--- config.mk ---
export PLATFORM = sky130hd
export DESIGN_NAME = seven_segment_mux
export DESIGN_NICKNAME = d
export VERILOG_FILES = /design/src/rtl/seven_segment_mux.sv
export SDC_FILE = /design/constraint.sdc
export NUM_CORES = 1
export LEC_CHECK = 0
export ABC_CLOCK_PERIOD_IN_PS = 2400
export BUFFER_PORTS_ARGS = -buffer_cell sky130_fd_sc_hd__buf_2
export CORE_MARGIN = 4
export CORE_UTILIZATION = 52
export DETAILED_ROUTE_END_ITERATION = 12
export PLACE_DENSITY = 0.75
export SETUP_SLACK_MARGIN = 0.1
export SLEW_MARGIN = 20
export SYNTH_ARGS = -nofsm -noshare
export SYNTH_HDL_FRONTEND = slang
export SYNTH_SLANG_ARGS = --single-unit
--- constraint.sdc ---
create_clock -name clock -period 2.4 [get_ports clock]
set_input_delay 0.24 -clock clock [delete_from_list [all_inputs] [get_ports clock]]
set_output_delay 0.24 -clock clock [all_outputs]
set_load 0.05 [all_outputs]
--- src/rtl/seven_segment_mux.sv ---
// Time-multiplexed N-digit hex seven-segment driver with a valid/ready shadow register and frame-boundary commit.
// Optional feature: define SEVSEG_LEAD_ZERO_BLANK_EN to suppress segments of leading-zero digits.
module seven_segment_mux #(
   parameter int N_DIGITS        = 4,
   parameter int TICKS_PER_DIGIT = 50000,
   parameter int BLANK_CYCLES    = 2,
   parameter int SEG_ACTIVE_LOW  = 1,
   parameter int DIG_ACTIVE_LOW  = 1
) (
   input  logic                  clock,
   input  logic                  reset_n,
   input  logic                  in_valid,
   input  logic [4*N_DIGITS-1:0] in_data,
   input  logic [N_DIGITS-1:0]   in_dp,
   output logic                  in_ready,
   output logic [6:0]            seg,
   output logic                  dp,
   output logic [N_DIGITS-1:0]   digit_en,
   output logic                  frame_start
);

   localparam int CNT_W = (TICKS_PER_DIGIT > 1) ? $clog2(TICKS_PER_DIGIT) : 1;
   localparam int IDX_W = (N_DIGITS > 1) ? $clog2(N_DIGITS) : 1;
   localparam logic [6:0]          SEG_OFF = (SEG_ACTIVE_LOW != 0) ? 7'h7F : 7'h00;
   localparam logic                DP_OFF  = (SEG_ACTIVE_LOW != 0);
   localparam logic [N_DIGITS-1:0] EN_OFF  = (DIG_ACTIVE_LOW != 0) ? {N_DIGITS{1'b1}} : '0;

   logic [CNT_W-1:0]      cnt_q, cnt_d;
   logic [IDX_W-1:0]      idx_q, idx_d;
   logic [4*N_DIGITS-1:0] shadow_q, shadow_d, display_q, display_d;
   logic [N_DIGITS-1:0]   shadow_dp_q, shadow_dp_d, display_dp_q, display_dp_d;
   logic [N_DIGITS-1:0]   lz_q, lz_d;
   logic                  pending_q, pending_d;
   logic [6:0]            seg_q, seg_d;
   logic                  dp_q, dp_d;
   logic [N_DIGITS-1:0]   digit_en_q, digit_en_d;
   logic                  frame_start_q, frame_start_d;

   logic                  wrap_slot, wrap_frame;
   logic [3:0]            nib;
   logic                  nib_dp, nib_blank;
   logic [6:0]            seg_raw;
   logic                  seen_nz;

   always_comb begin
      wrap_slot  = (cnt_q == CNT_W'(TICKS_PER_DIGIT - 1));
      wrap_frame = wrap_slot && (idx_q == IDX_W'(N_DIGITS - 1));
      cnt_d      = wrap_slot ? '0 : cnt_q + CNT_W'(1);
      idx_d      = idx_q;
      if (wrap_slot) idx_d = wrap_frame ? '0 : idx_q + IDX_W'(1);

      // Commit needs pending, accept needs !pending: the two never collide on one edge.
      shadow_d     = shadow_q;
      shadow_dp_d  = shadow_dp_q;
      display_d    = display_q;
      display_dp_d = display_dp_q;
      lz_d         = lz_q;
      pending_d    = pending_q;
      if (wrap_frame && pending_q) begin
         display_d    = shadow_q;
         display_dp_d = shadow_dp_q;
         pending_d    = 1'b0;
`ifdef SEVSEG_LEAD_ZERO_BLANK_EN
         seen_nz = 1'b0;
         for (int k = N_DIGITS - 1; k >= 1; k--) begin
            seen_nz = seen_nz | (shadow_q[k*4 +: 4] != 4'h0);
            lz_d[k] = ~seen_nz;
         end
         lz_d[0] = 1'b0;
`endif
      end
      if (in_valid && !pending_q) begin
         shadow_d    = in_data;
         shadow_dp_d = in_dp;
         pending_d   = 1'b1;
      end

      nib       = 4'h0;
      nib_dp    = 1'b0;
      nib_blank = 1'b0;
      for (int k = 0; k < N_DIGITS; k++) begin
         if (idx_q == IDX_W'(k)) begin
            nib       = display_q[k*4 +: 4];
            nib_dp    = display_dp_q[k];
            nib_blank = lz_q[k];
         end
      end

      case (nib)
         4'h0: seg_raw = 7'h3F;
         4'h1: seg_raw = 7'h06;
         4'h2: seg_raw = 7'h5B;
         4'h3: seg_raw = 7'h4F;
         4'h4: seg_raw = 7'h66;
         4'h5: seg_raw = 7'h6D;
         4'h6: seg_raw = 7'h7D;
         4'h7: seg_raw = 7'h07;
         4'h8: seg_raw = 7'h7F;
         4'h9: seg_raw = 7'h6F;
         4'hA: seg_raw = 7'h77;
         4'hB: seg_raw = 7'h7C;
         4'hC: seg_raw = 7'h39;
         4'hD: seg_raw = 7'h5E;
         4'hE: seg_raw = 7'h79;
         default: seg_raw = 7'h71;
      endcase
      if (nib_blank) seg_raw = 7'h00;

      // Outputs reflect the pre-edge scan position, so they trail (idx,cnt) by one clock.
      if (cnt_q < CNT_W'(BLANK_CYCLES)) begin
         seg_d      = SEG_OFF;
         dp_d       = DP_OFF;
         digit_en_d = EN_OFF;
      end else begin
         seg_d      = (SEG_ACTIVE_LOW != 0) ? ~seg_raw : seg_raw;
         dp_d       = (SEG_ACTIVE_LOW != 0) ? ~nib_dp : nib_dp;
         digit_en_d = (N_DIGITS'(1) << idx_q) ^ EN_OFF;
      end
      frame_start_d = wrap_frame;
   end

   always_ff @(posedge clock or negedge reset_n) begin
      if (!reset_n) begin
         cnt_q         <= '0;
         idx_q         <= '0;
         shadow_q      <= '0;
         shadow_dp_q   <= '0;
         display_q     <= '0;
         display_dp_q  <= '0;
         lz_q          <= '0;
         pending_q     <= 1'b0;
         seg_q         <= SEG_OFF;
         dp_q          <= DP_OFF;
         digit_en_q    <= EN_OFF;
         frame_start_q <= 1'b0;
      end else begin
         cnt_q         <= cnt_d;
         idx_q         <= idx_d;
         shadow_q      <= shadow_d;
         shadow_dp_q   <= shadow_dp_d;
         display_q     <= display_d;
         display_dp_q  <= display_dp_d;
         lz_q          <= lz_d;
         pending_q     <= pending_d;
         seg_q         <= seg_d;
         dp_q          <= dp_d;
         digit_en_q    <= digit_en_d;
         frame_start_q <= frame_start_d;
      end
   end

   assign in_ready    = ~pending_q;
   assign seg         = seg_q;
   assign dp          = dp_q;
   assign digit_en    = digit_en_q;
   assign frame_start = frame_start_q;

endmodule

==> results of run 1 <==
==> routing by layer <==
layer  global-route usage (%)  part of all wire [%]  routed length [um]
met1                     22.2                    47                2710
met2                     25.3                    45                2590
met3                     6.70                   6.4                 364
met4                     5.36                  0.94                  54
met5                        0                     0                   0
==> report_power, final <==
part	leakage, uW	switching (uW)	internal [uW]
clock network	0.000102	423	560
logic	0.000814	34.7	45.9
registers	0.000910	21.3	1250
==> cell type report <==
type | count | area (um2) | share of cell area [%]
Clock buffer | 13 | 169 | 4.26
Clock inverter | 2 | 37.5 | 0.946
Inverter | 9 | 33.8 | 0.851
Multi-Input combinational cell | 168 | 1510 | 38.1
Sequential cell | 72 | 1820 | 45.8
Tap cell | 75 | 93.8 | 2.36
Timing Repair Buffer | 49 | 305 | 7.69
==> flip-flops by register name, summed over array words and instances (netlist names), 2 cells and up <==
| name | flops |
|---|---|
| display_q | 16 |
| shadow_q | 16 |
| seg | 7 |
| shadow_dp_q | 4 |
| idx_q | 2 |
| digit_en | 4 |
| cnt_q | 16 |
| display_dp_q | 4 |
==> worst max-delay path by stage <==
stage | start | to | depth (start not counted)
after floorplan | idx_q[1] | seg[5] | 11
after global placement | idx_q[1] | seg[3] | 10
after detailed placement | idx_q[0] | seg[5] | 10
after CTS | idx_q[0] | seg[5] | 10
after global routing | idx_q[0] | seg[3] | 10
final | idx_q[1] | seg[3] | 11
==> metrics by stage <==
step                util [%]  instance area (um2)
finish                  65.1                 3970
global route            65.1                 3970
CTS                     63.3                 3860
detailed placement      59.5                 3630
global placement        59.5                 3630
floorplan                  -                 3350
==> repair_timing <==
action | 4_1_cts | 5_1_grt
buffers inserted | 1 | 4
pin swaps | 1 | 2
endpoints found under the hold margin | 17 | 0
resized for setup | 2 | 15
endpoints found under the setup margin | 3 | 26
hold buffers | 1 | 0
==> cells in the final DEF (no fill, tap or decap), types with 3 or more instances in the layout <==
master | synthesis | routed
inv_1 | 9 | 7
mux2_4 | 19 | 19
nand3b_1 | 3 | 3
nand3_1 | 8 | 8
dfstp_2 | 12 | 12
xor2_1 | 6 | 6
a211oi_1 | 3 | 3
nor4_1 | 3 | 3
xnor2_1 | 7 | 7
buf_4 | 0 | 10
mux2_2 | 25 | 25
nor2_1 | 14 | 14
nor2b_1 | 7 | 6
dfrtp_1 | 60 | 59
ha_1 | 11 | 4
ha_2 | 0 | 3
clkbuf_8 | 0 | 12
nand4_1 | 4 | 4
nand2_1 | 21 | 21
ha_4 | 0 | 4
nand2b_1 | 3 | 3
o21ai_0 | 4 | 4
buf_2 | 4 | 36
mux2i_1 | 4 | 4
==> logic make-up (layout without fill, tap and decap cells) <==
kind of cell               Yosys count  after routing  share of synthesized area, %
adders and majority gates           11             11                          4.11
AOI/OAI and AO/OA                   21             21                          5.04
muxes                               48             48                          18.1
buffers and inverters               19             73                          3.29
xor gates and xnor gates            13             13                          3.40
DFF                                 72             72                          54.2
and+or+nand+nor                     75             75                          11.8
==> flow_summary.json, run 1 <==
{
  "status": "completed",
  "hold_class": "input port to flop",
  "pin_count": 37,
  "p_leak_uw": 0.00183,
  "fp-row-count": 28,
  "timing.rr.end": "seg[3]",
  "synth_async_sr_flop_share_pct": 100,
  "via_count": 2053,
  "worstSetupEndpointType": "flop",
  "path_clk_slew_ns": 0.07,
  "cts_buffers": 9,
  "dieHeight_um": 88.3,
  "timing.hold.ws_ns": 0.122,
  "start_kind": "flop",
  "port_buffers": 36,
  "dieArea_mm2": 0.00779,
  "cts-htree-levels": 3,
  "die_w_um": 88.3,
  "yosys.cell_types.count": 42,
  "crit_arrival_ns": 2.44,
  "ys.flop_type": "dfrtp_1",
  "max-vdd-ir-drop_mv": 0.499,
  "antennaDiodeCount": 0,
  "max_stage_delay_ns": 0.40,
  "setup_viol": 0,
  "wire_per_inst_um": 14.7,
  "tritoncts": "done",
  "p_total_uw": 2340,
  "worstPathRequired_ns": 2.68,
  "hold_end": "shadow_dp_q[3]",
  "setup_tns_ns": 0,
  "synthTopCellsByArea": "dfrtp_1 (45%), dfstp_2 (9.4%), mux2_4 (8.5%), mux2_2 (8.4%), ha_1 (4.1%)",
  "finalHoldViolCount": 0,
  "yosys.area.top_type_share_pct": 44.8,
  "cts_root_buf": "clkbuf_8",
  "crit_type": "flop to flop",
  "grt_pass1_vias": 2058,
  "fin_ws_ns": 0.236,
  "ys_seq_area_share_pct": 54.2,
  "dp_hpwl_mm": 4.00,
  "rr_worst_depth": 11,
  "drive_above_1_share_pct": 43.8,
  "fin_skew_ns": 0.00857,
  "cts_buffer_depth": 2,
  "worstPathCellList": "inv_2 > ha_4 > nor2b_2 > a221oi_2 > o31ai_2 > buf_4 > buf_4 > ha_4 > mux2i_1 > mux2_2 > nand2_1",
  "synth.largest_area_cell": "dfrtp_1",
  "netlist_area_mm2": 0.00335,
  "layout_min_cycle_time_ns": 2.16,
  "ys_warn_count": 0,
  "coreArea_mm2": 0.00610,
  "ys_ff_latch": 72,
  "n_fill_cell": 459,
  "grt_pass1_wl_mm": 9.86,
  "clock_sinks": 72,
  "pre_cts_ws_ns": 0.0153,
  "antenna_found_initial": 0,
  "grtUsageTotal_pct": 16.7,
  "synth_edf_count": 0,
  "placed_cells_incl_taps": 367,
  "post-route-drc-count": 0,
  "avgSynthCellArea_um2": 12.9,
  "drtPass1Iterations": 4,
  "synthTopCellsByCount": "dfrtp_1 (60), mux2_2 (25), nand2_1 (21)",
  "holdCritStartpoint": "in_dp[3]",
  "drt_wl_total_mm": 5.72,
  "rsz0062_at_grt": "no",
  "drtIter0Drc": 58,
  "grt_max_degree": 46,
  "antenna_left": 0,
  "start_util_pct": 54.9,
  "hold_depth": 2,
  "grt-ovfl-total": 0,
  "syn2layout_area_growth_pct": 18.5,
  "p_per_area_mw_per_mm2": 589,
  "fin_cells": 388,
  "reg2reg_from": "idx_q[1]",
  "insertion_delay_ns": 0.35,
  "netlist_instances": 259,
  "tightest_slew_ns": 0.625,
  "cp_max_fo": 5,
  "fin_crit_sh_pct": 90.2,
  "path_buf_inv": 3,
  "gp_congestion": 0.856,
  "synth.most_common_cell": "dfrtp_1",
  "cp_slowest_cell": "dfrtp_1",
  "syn-num-nets": 293,
  "cp_top_family": "adder cells",
  "drt-vias-per-instance": 5.29,
  "fmax_ghz": 0.462,
  "fin_nets": 343,
  "slew_violations": 0,
  "maxSlewHeadroom_pct": 58.4,
  "maxCapViolations": 0,
  "reg2reg_slack_ns": 0.24
}
(Power assumes the default switching activity.)
==> inputs of run 2 (changes only) <==
--- a/config.mk
+++ b/config.mk
@@ -5,12 +5,13 @@
 export SDC_FILE = /design/constraint.sdc
 export NUM_CORES = 1
 export LEC_CHECK = 0
-export ABC_CLOCK_PERIOD_IN_PS = 2400
+export ABC_CLOCK_PERIOD_IN_PS = 2210
 export BUFFER_PORTS_ARGS = -buffer_cell sky130_fd_sc_hd__buf_2
 export CORE_MARGIN = 4
-export CORE_UTILIZATION = 52
+export CORE_UTILIZATION = 58
 export DETAILED_ROUTE_END_ITERATION = 12
-export PLACE_DENSITY = 0.75
+export GPL_TIMING_DRIVEN = 0
+export PLACE_DENSITY = 0.79
 export SETUP_SLACK_MARGIN = 0.1
 export SLEW_MARGIN = 20
 export SYNTH_ARGS = -nofsm -noshare
==> constraint.sdc (replaced) <==
create_clock -name clock -period 2.21 [get_ports clock]
set_input_delay 0.221 -clock clock [delete_from_list [all_inputs] [get_ports clock]]
set_output_delay 0.221 -clock clock [all_outputs]
set_load 0.05 [all_outputs]
==> run 2 against run 1 <==
- the flow now finishes with violations (setup timing)
- final area is 12% higher
- die area shrank 9.4%
- combinational power up 13%
- setup slack worse by 0.34 ns
- largest power group unchanged
- sequential share of layout area decreased by 4.9 points
- core utilization grew 15 points
- sequential power is 9% higher
- power is 19% higher
- highest routed layer unchanged
==> flow_summary.json, run 2 (synthesis gave the netlist of run 1 again) <==
{
  "status": "complete, but fails checks",
  "violations": "setup timing",
  "slew_violations": 0,
  "via_count": 2333,
  "mostFrequentLayoutCell": "dfrtp_1",
  "start_util_pct": 60.5,
  "rsz0062_at_grt": "yes",
  "fp-row-count": 27,
  "crit_type": "flop to flop",
  "cp_max_fo": 5,
  "power.net_switching_uw": 562,
  "maxCapViolations": 0,
  "setup_viol": 4,
  "grt_pass1_wl_mm": 11.5,
  "ff_latch_area_mm2": 0.00182,
  "fmax_ghz": 0.432,
  "grt-ovfl-total": 0,
  "dieHeight_um": 84.0,
  "wire_per_inst_um": 19.2,
  "layout_min_cycle_time_ns": 2.31,
  "fin_skew_ns": 0.0104,
  "cts_root_buf": "clkbuf_8",
  "n_fill_cell": 302,
  "dp_hpwl_mm": 4.20,
  "max_stage_delay_ns": 0.47,
  "drt-vias-per-instance": 5.68,
  "fin_ws_ns": -0.104,
  "gp_congestion": 0.803,
  "multi_input_area_mm2": 0.00171,
  "cts_buffer_depth": 2,
  "setup_tns_ns": -0.297,
  "port_buffers": 36,
  "antenna_left": 0,
  "tritoncts": "done",
  "antennaDiodeCount": 0,
  "tightest_slew_ns": 0.577,
  "p_int_uw": 2220,
  "drt_wl_total_mm": 7.91,
  "grt_max_degree": 56,
  "start_kind": "flop",
  "pin_count": 37,
  "insertion_delay_ns": 0.36,
  "dieArea_mm2": 0.00705,
  "cts_buffers": 9,
  "worstSetupEndpointType": "flop",
  "drive_above_1_share_pct": 53.1,
  "seq_power_share_pct": 49.7,
  "finalHoldViolCount": 0,
  "fin_crit_sh_pct": 105,
  "post-route-drc-count": 0,
  "fin_nets": 368,
  "p_leak_uw": 0.00204,
  "coreArea_mm2": 0.00554,
  "hold_class": "input port to flop",
  "drtPass1Iterations": 4,
  "cp_slowest_cell": "dfrtp_2",
  "crit_arrival_ns": 2.58,
  "clockPowerShare_pct": 47.0,
  "clock_sinks": 72,
  "path_clk_slew_ns": 0.08,
  "top_regs": "cnt_q (16), display_q (16), shadow_q (16)",
  "die_w_um": 84.0,
  "p_total_uw": 2780,
  "maxSlewHeadroom_pct": 61.5,
  "switching_share_pct": 20.2,
  "syn2layout_area_growth_pct": 32.8,
  "p_comb_share_pct": 3.3,
  "grt_pass1_vias": 2355,
  "worstPathCellList": "inv_4 > ha_4 > buf_8 > a211oi_4 > o21ai_2 > o211a_1 > inv_4 > ha_4 > mux2i_1 > mux2_4 > nand2_1",
  "cts-htree-levels": 3,
  "grtUsageTotal_pct": 20.9,
  "final_cell_mix": "dfrtp_1 (57), buf_2 (37), mux2_4 (22), mux2_2 (22), buf_4 (20)",
  "p_per_area_mw_per_mm2": 626,
  "drtIter0Drc": 107,
  "antenna_found_initial": 0,
  "max-vdd-ir-drop_mv": 0.529,
  "worstPathRequired_ns": 2.47
}
run 2: per-stage QoR:
stage	setup slack (ns)	cells	hold slack, ns	cell area [um2]	utilization (%)
finish	-0.104	411	0.0899	4450	80.3
CTS	0.0357	395	0.0814	4140	74.7
detailed placement	-0.286	368	0.110	3670	66.2
floorplan	0.109	259	-0.0746	3370	-
global route	-0.179	411	0.0811	4450	80.3
global placement	-0.212	367	0.453	3640	65.7
run 2: power by group through the flow:
stage / combinational, uW / clock (uW) / sequential (uW)
finish: 91.1 / 1310 / 1380
global placement: 81.8 / 0 / 1410
CTS: 93.8 / 1310 / 1380
floorplan: 38.5 / 0 / 1400
global route: 104 / 1380 / 1390
detailed placement: 92.4 / 0 / 1410
run 2: critical path, delay by kind of cell (launching register included):
kind,cells,cell delay [ns]
muxes,2,0.35
buffers and inverters,3,0.37
AOI/OAI and AO/OA,3,0.58
adders and majority gates,2,0.40
and+or+nand+nor,1,0.06
DFF,1,0.47
run 2: what timing repair did:
action                                  CTS  global route
pin swaps                                 7            12
setup buffers                             9            13
hold endpoints to repair                 17             0
resized for setup                        28            33
hold buffers                              1             0
cloned                                    1             3
endpoints found under the setup margin   27            36
run 2: final cells by class:
cell class / instances / area share [%]
timing repair buffer: 62 / 9.59
inverter: 9 / 0.872
clock inverter: 5 / 2.31
tap: 72 / 2.03
buffer: 10 / 2.31
multi-input combinational: 170 / 38.5
sequential: 72 / 40.9
clock buffer: 11 / 3.40
run 2: final timing paths:
path | start | to | slack, ns | depth (start not counted)
min in group asynchronous | reset_n | cnt_q[5] | 0.28 | 2
worst max register to register | idx_q[0] | seg[3] | -0.10 | 11
max in group asynchronous | reset_n | dp | 1.36 | 3
worst min register to register | cnt_q[0] | cnt_q[0] | 0.49 | 1
worst max-delay path | idx_q[0] | seg[3] | -0.10 | 11
worst min-delay path | in_data[11] | shadow_q[11] | 0.09 | 2
run 2: per-layer routing:
layer	vias to the layer above	global-route usage [%]	part of all wire (%)
li1	1058	-	-
met1	1167	24.9	41
met2	84	34.5	51
met3	24	5.13	4.6
met4	0	11.8	3.3
met5	-	0	0
==> inputs of run 3 (changes only) <==
--- a/config.mk
+++ b/config.mk
@@ -5,13 +5,14 @@
 export SDC_FILE = /design/constraint.sdc
 export NUM_CORES = 1
 export LEC_CHECK = 0
+export ABC_AREA = 1
 export ABC_CLOCK_PERIOD_IN_PS = 2210
 export BUFFER_PORTS_ARGS = -buffer_cell sky130_fd_sc_hd__buf_2
 export CORE_MARGIN = 4
-export CORE_UTILIZATION = 58
+export CORE_UTILIZATION = 59
 export DETAILED_ROUTE_END_ITERATION = 12
 export GPL_TIMING_DRIVEN = 0
-export PLACE_DENSITY = 0.79
+export PLACE_DENSITY = 0.8
 export SETUP_SLACK_MARGIN = 0.1
 export SLEW_MARGIN = 20
 export SYNTH_ARGS = -nofsm -noshare
==> run 3 against run 2 <==
- the run now ends clean
- non-clock buffer count down 13
- area after synthesis up 8.0%
- critical path depth up 1
- largest cell class unchanged
==> flow_summary.json, run 3 <==
{
  "crit_top_cell": "nand3_1",
  "cts-htree-levels": 3,
  "grt-ovfl-total": 0,
  "netlist_area_mm2": 0.00362,
  "finalHoldViolCount": 0,
  "avgSynthCellArea_um2": 8.91,
  "yosys.cell_types.count": 36,
  "final_cell_mix": "nand2_1 (69), dfrtp_1 (59), inv_1 (44)",
  "cts_root_buf": "clkbuf_8",
  "path_buf_inv": 4,
  "syn-num-nets": 440,
  "layout_min_cycle_time_ns": 2.04,
  "drtPass1Iterations": 5,
  "cp_max_fo": 8,
  "start_kind": "flop",
  "antennaDiodeCount": 0,
  "ys_seq_area_share_pct": 50.2,
  "gp_congestion": 0.915,
  "top_regs": "cnt_q (16), display_q (16), shadow_q (16)",
  "crit_type": "flop to flop",
  "worstSetupEndpointType": "flop",
  "postLayoutCellArea_mm2": 0.00424,
  "fin_ws_ns": 0.170,
  "synth.most_common_cell": "nand2_1",
  "slew_violations": 0,
  "grt_pass1_wl_mm": 12.5,
  "syn2layout_area_growth_pct": 17.2,
  "fin_skew_ns": 0.00819,
  "pre_cts_ws_ns": -0.273,
  "status": "completed",
  "synth_async_sr_flop_share_pct": 100,
  "placed_cell_area_mm2": 0.00391,
  "dp_hpwl_mm": 5.25,
  "fin_crit_sh_pct": 92.3,
  "cts_buffers": 9,
  "fin_nets": 497,
  "synth_edf_count": 0,
  "drive_above_1_share_pct": 32.3,
  "drtIter0Drc": 158,
  "p_leak_uw": 0.00217,
  "crit_arrival_ns": 2.33,
  "ys_ff_latch": 72,
  "maxCapViolations": 0,
  "post-route-drc-count": 0,
  "grtUsageTotal_pct": 21.6,
  "grt_max_degree": 42,
  "synthTopCellsByCount": "nand2_1 (71), dfrtp_1 (60), inv_1 (49)",
  "clock_sinks": 72,
  "yosys.area.top_type_share_pct": 41.5,
  "setup_viol": 0,
  "switching_share_pct": 27.9,
  "drt-vias-per-instance": 5.24,
  "cp_top_family": "buffers and inverters",
  "pin_count": 37,
  "tritoncts": "done",
  "grt_pass1_vias": 2765,
  "fin_util_pct": 71.6,
  "die_w_um": 86.3,
  "netlist_instances": 406,
  "fmax_ghz": 0.490,
  "antenna_left": 0,
  "rsz0062_at_grt": "yes",
  "max-vdd-ir-drop_mv": 0.756,
  "dieHeight_um": 86.3,
  "cp_slowest_cell": "dfrtp_1",
  "p_int_uw": 2230,
  "cts_buffer_depth": 2,
  "drt_wl_total_mm": 7.43,
  "power.net_switching_uw": 863,
  "path_clk_slew_ns": 0.07,
  "insertion_delay_ns": 0.36,
  "p_total_uw": 3090,
  "ys_warn_count": 0,
  "tightest_slew_ns": 0.498,
  "wire_per_inst_um": 13.7,
  "dieArea_mm2": 0.00745,
  "synthTopCellsByArea": "dfrtp_1 (42%), dfstp_2 (8.7%), nand2_1 (7.4%), inv_1 (5.1%), o21ai_2 (4.8%)",
  "coreArea_mm2": 0.00592,
  "p_comb_share_pct": 15.5,
  "start_util_pct": 61.1,
  "fp-row-count": 28,
  "hold_class": "input port to flop",
  "via_count": 2846,
  "worstPathRequired_ns": 2.50,
  "port_buffers": 36,
  "max_stage_delay_ns": 0.41,
  "maxSlewHeadroom_pct": 66.8,
  "ys.flop_type": "dfrtp_1",
  "seq_power_share_pct": 50.3,
  "antenna_found_initial": 0,
  "synth.largest_area_cell": "dfrtp_1",
  "worstPathCellList": "buf_4 > ha_2 > buf_6 > a21oi_2 > nand2_1 > a21boi_2 > buf_4 > ha_2 > inv_1 > nand3_1 > nand3_1 > nand3_1",
  "clockPowerShare_pct": 34.2,
  "mostFrequentLayoutCell": "nand2_1",
  "p_per_area_mw_per_mm2": 729
}
[run 3: timing repair]
| action | in CTS | in global routing |
|---|---|---|
| buffers inserted | 1 | 7 |
| endpoints found under the setup margin | 7 | 6 |
| pin swaps | 1 | 7 |
| hold endpoints to repair | 19 | 0 |
| gates resized for setup | 5 | 16 |
| hold buffers | 1 | 0 |
[run 3: worst paths after layout]
check,startpoint,slack [ns],cells after the start,end
min reg2reg,cnt_q[0],0.48,1,cnt_q[0]
max in group asynchronous,reset_n,1.30,3,display_q[5]
min in group asynchronous,reset_n,0.35,2,cnt_q[2]
max reg2reg,idx_q[1],0.17,12,seg[0]
min,in_data[8],0.11,3,shadow_q[8]
max,idx_q[1],0.17,12,seg[0]
[run 3: tightest hold or removal path, delay by kind of cell]
kind	cells	cell delay (ns)
buffers and inverters	1	0.07
AND/OR/NAND/NOR	1	0.03
AO/OA/AOI/OAI	1	0.09
[run 3: cell type report]
type                       count  area, um2
buffer                        13        109
sequential                    72       1820
fill                         469       1680
clock inverter                 3       40.0
clock buffer                  13        159
multi-input combinational    269       1550
timing repair buffer          46        273
tap                           75       93.8
inverter                      52        199
[run 3: stage by stage]
stage,hold WS (ns),cells,setup TNS [ns]
final,0.107,543,0
after global routing,0.103,543,0
after CTS,0.101,536,0
after detailed placement,0.183,518,-0.911
after global placement,0.455,517,-0.382
after floorplan,-0.0746,406,0
[run 3: routing by layer]
layer | wire [um] | part of all wire, % | GRT usage, %
met4 | 103 | 1.4 | 7.93
met5 | 0 | 0 | 0
met2 | 3650 | 49 | 34.3
met3 | 428 | 5.8 | 6.56
met1 | 3250 | 44 | 28.2
[run 3: cells by family after synthesis]
group | share of synthesized area [%]
AOI/OAI and AO/OA | 11.0
DFF | 50.2
and+or+nand+nor | 25.1
xor gates and xnor gates | 1.70
adders and majority gates | 3.81
buffers and inverters | 8.13
[run 3: power groups by stage]
stage               Sequential [uW]  Combinational (uW)  Clock (uW)
floorplan                      1570                 352           0
global placement               1570                 460           0
detailed placement             1580                 482           0
CTS                            1550                 489        1080
global route                   1570                 551        1140
finish                         1550                 479        1060
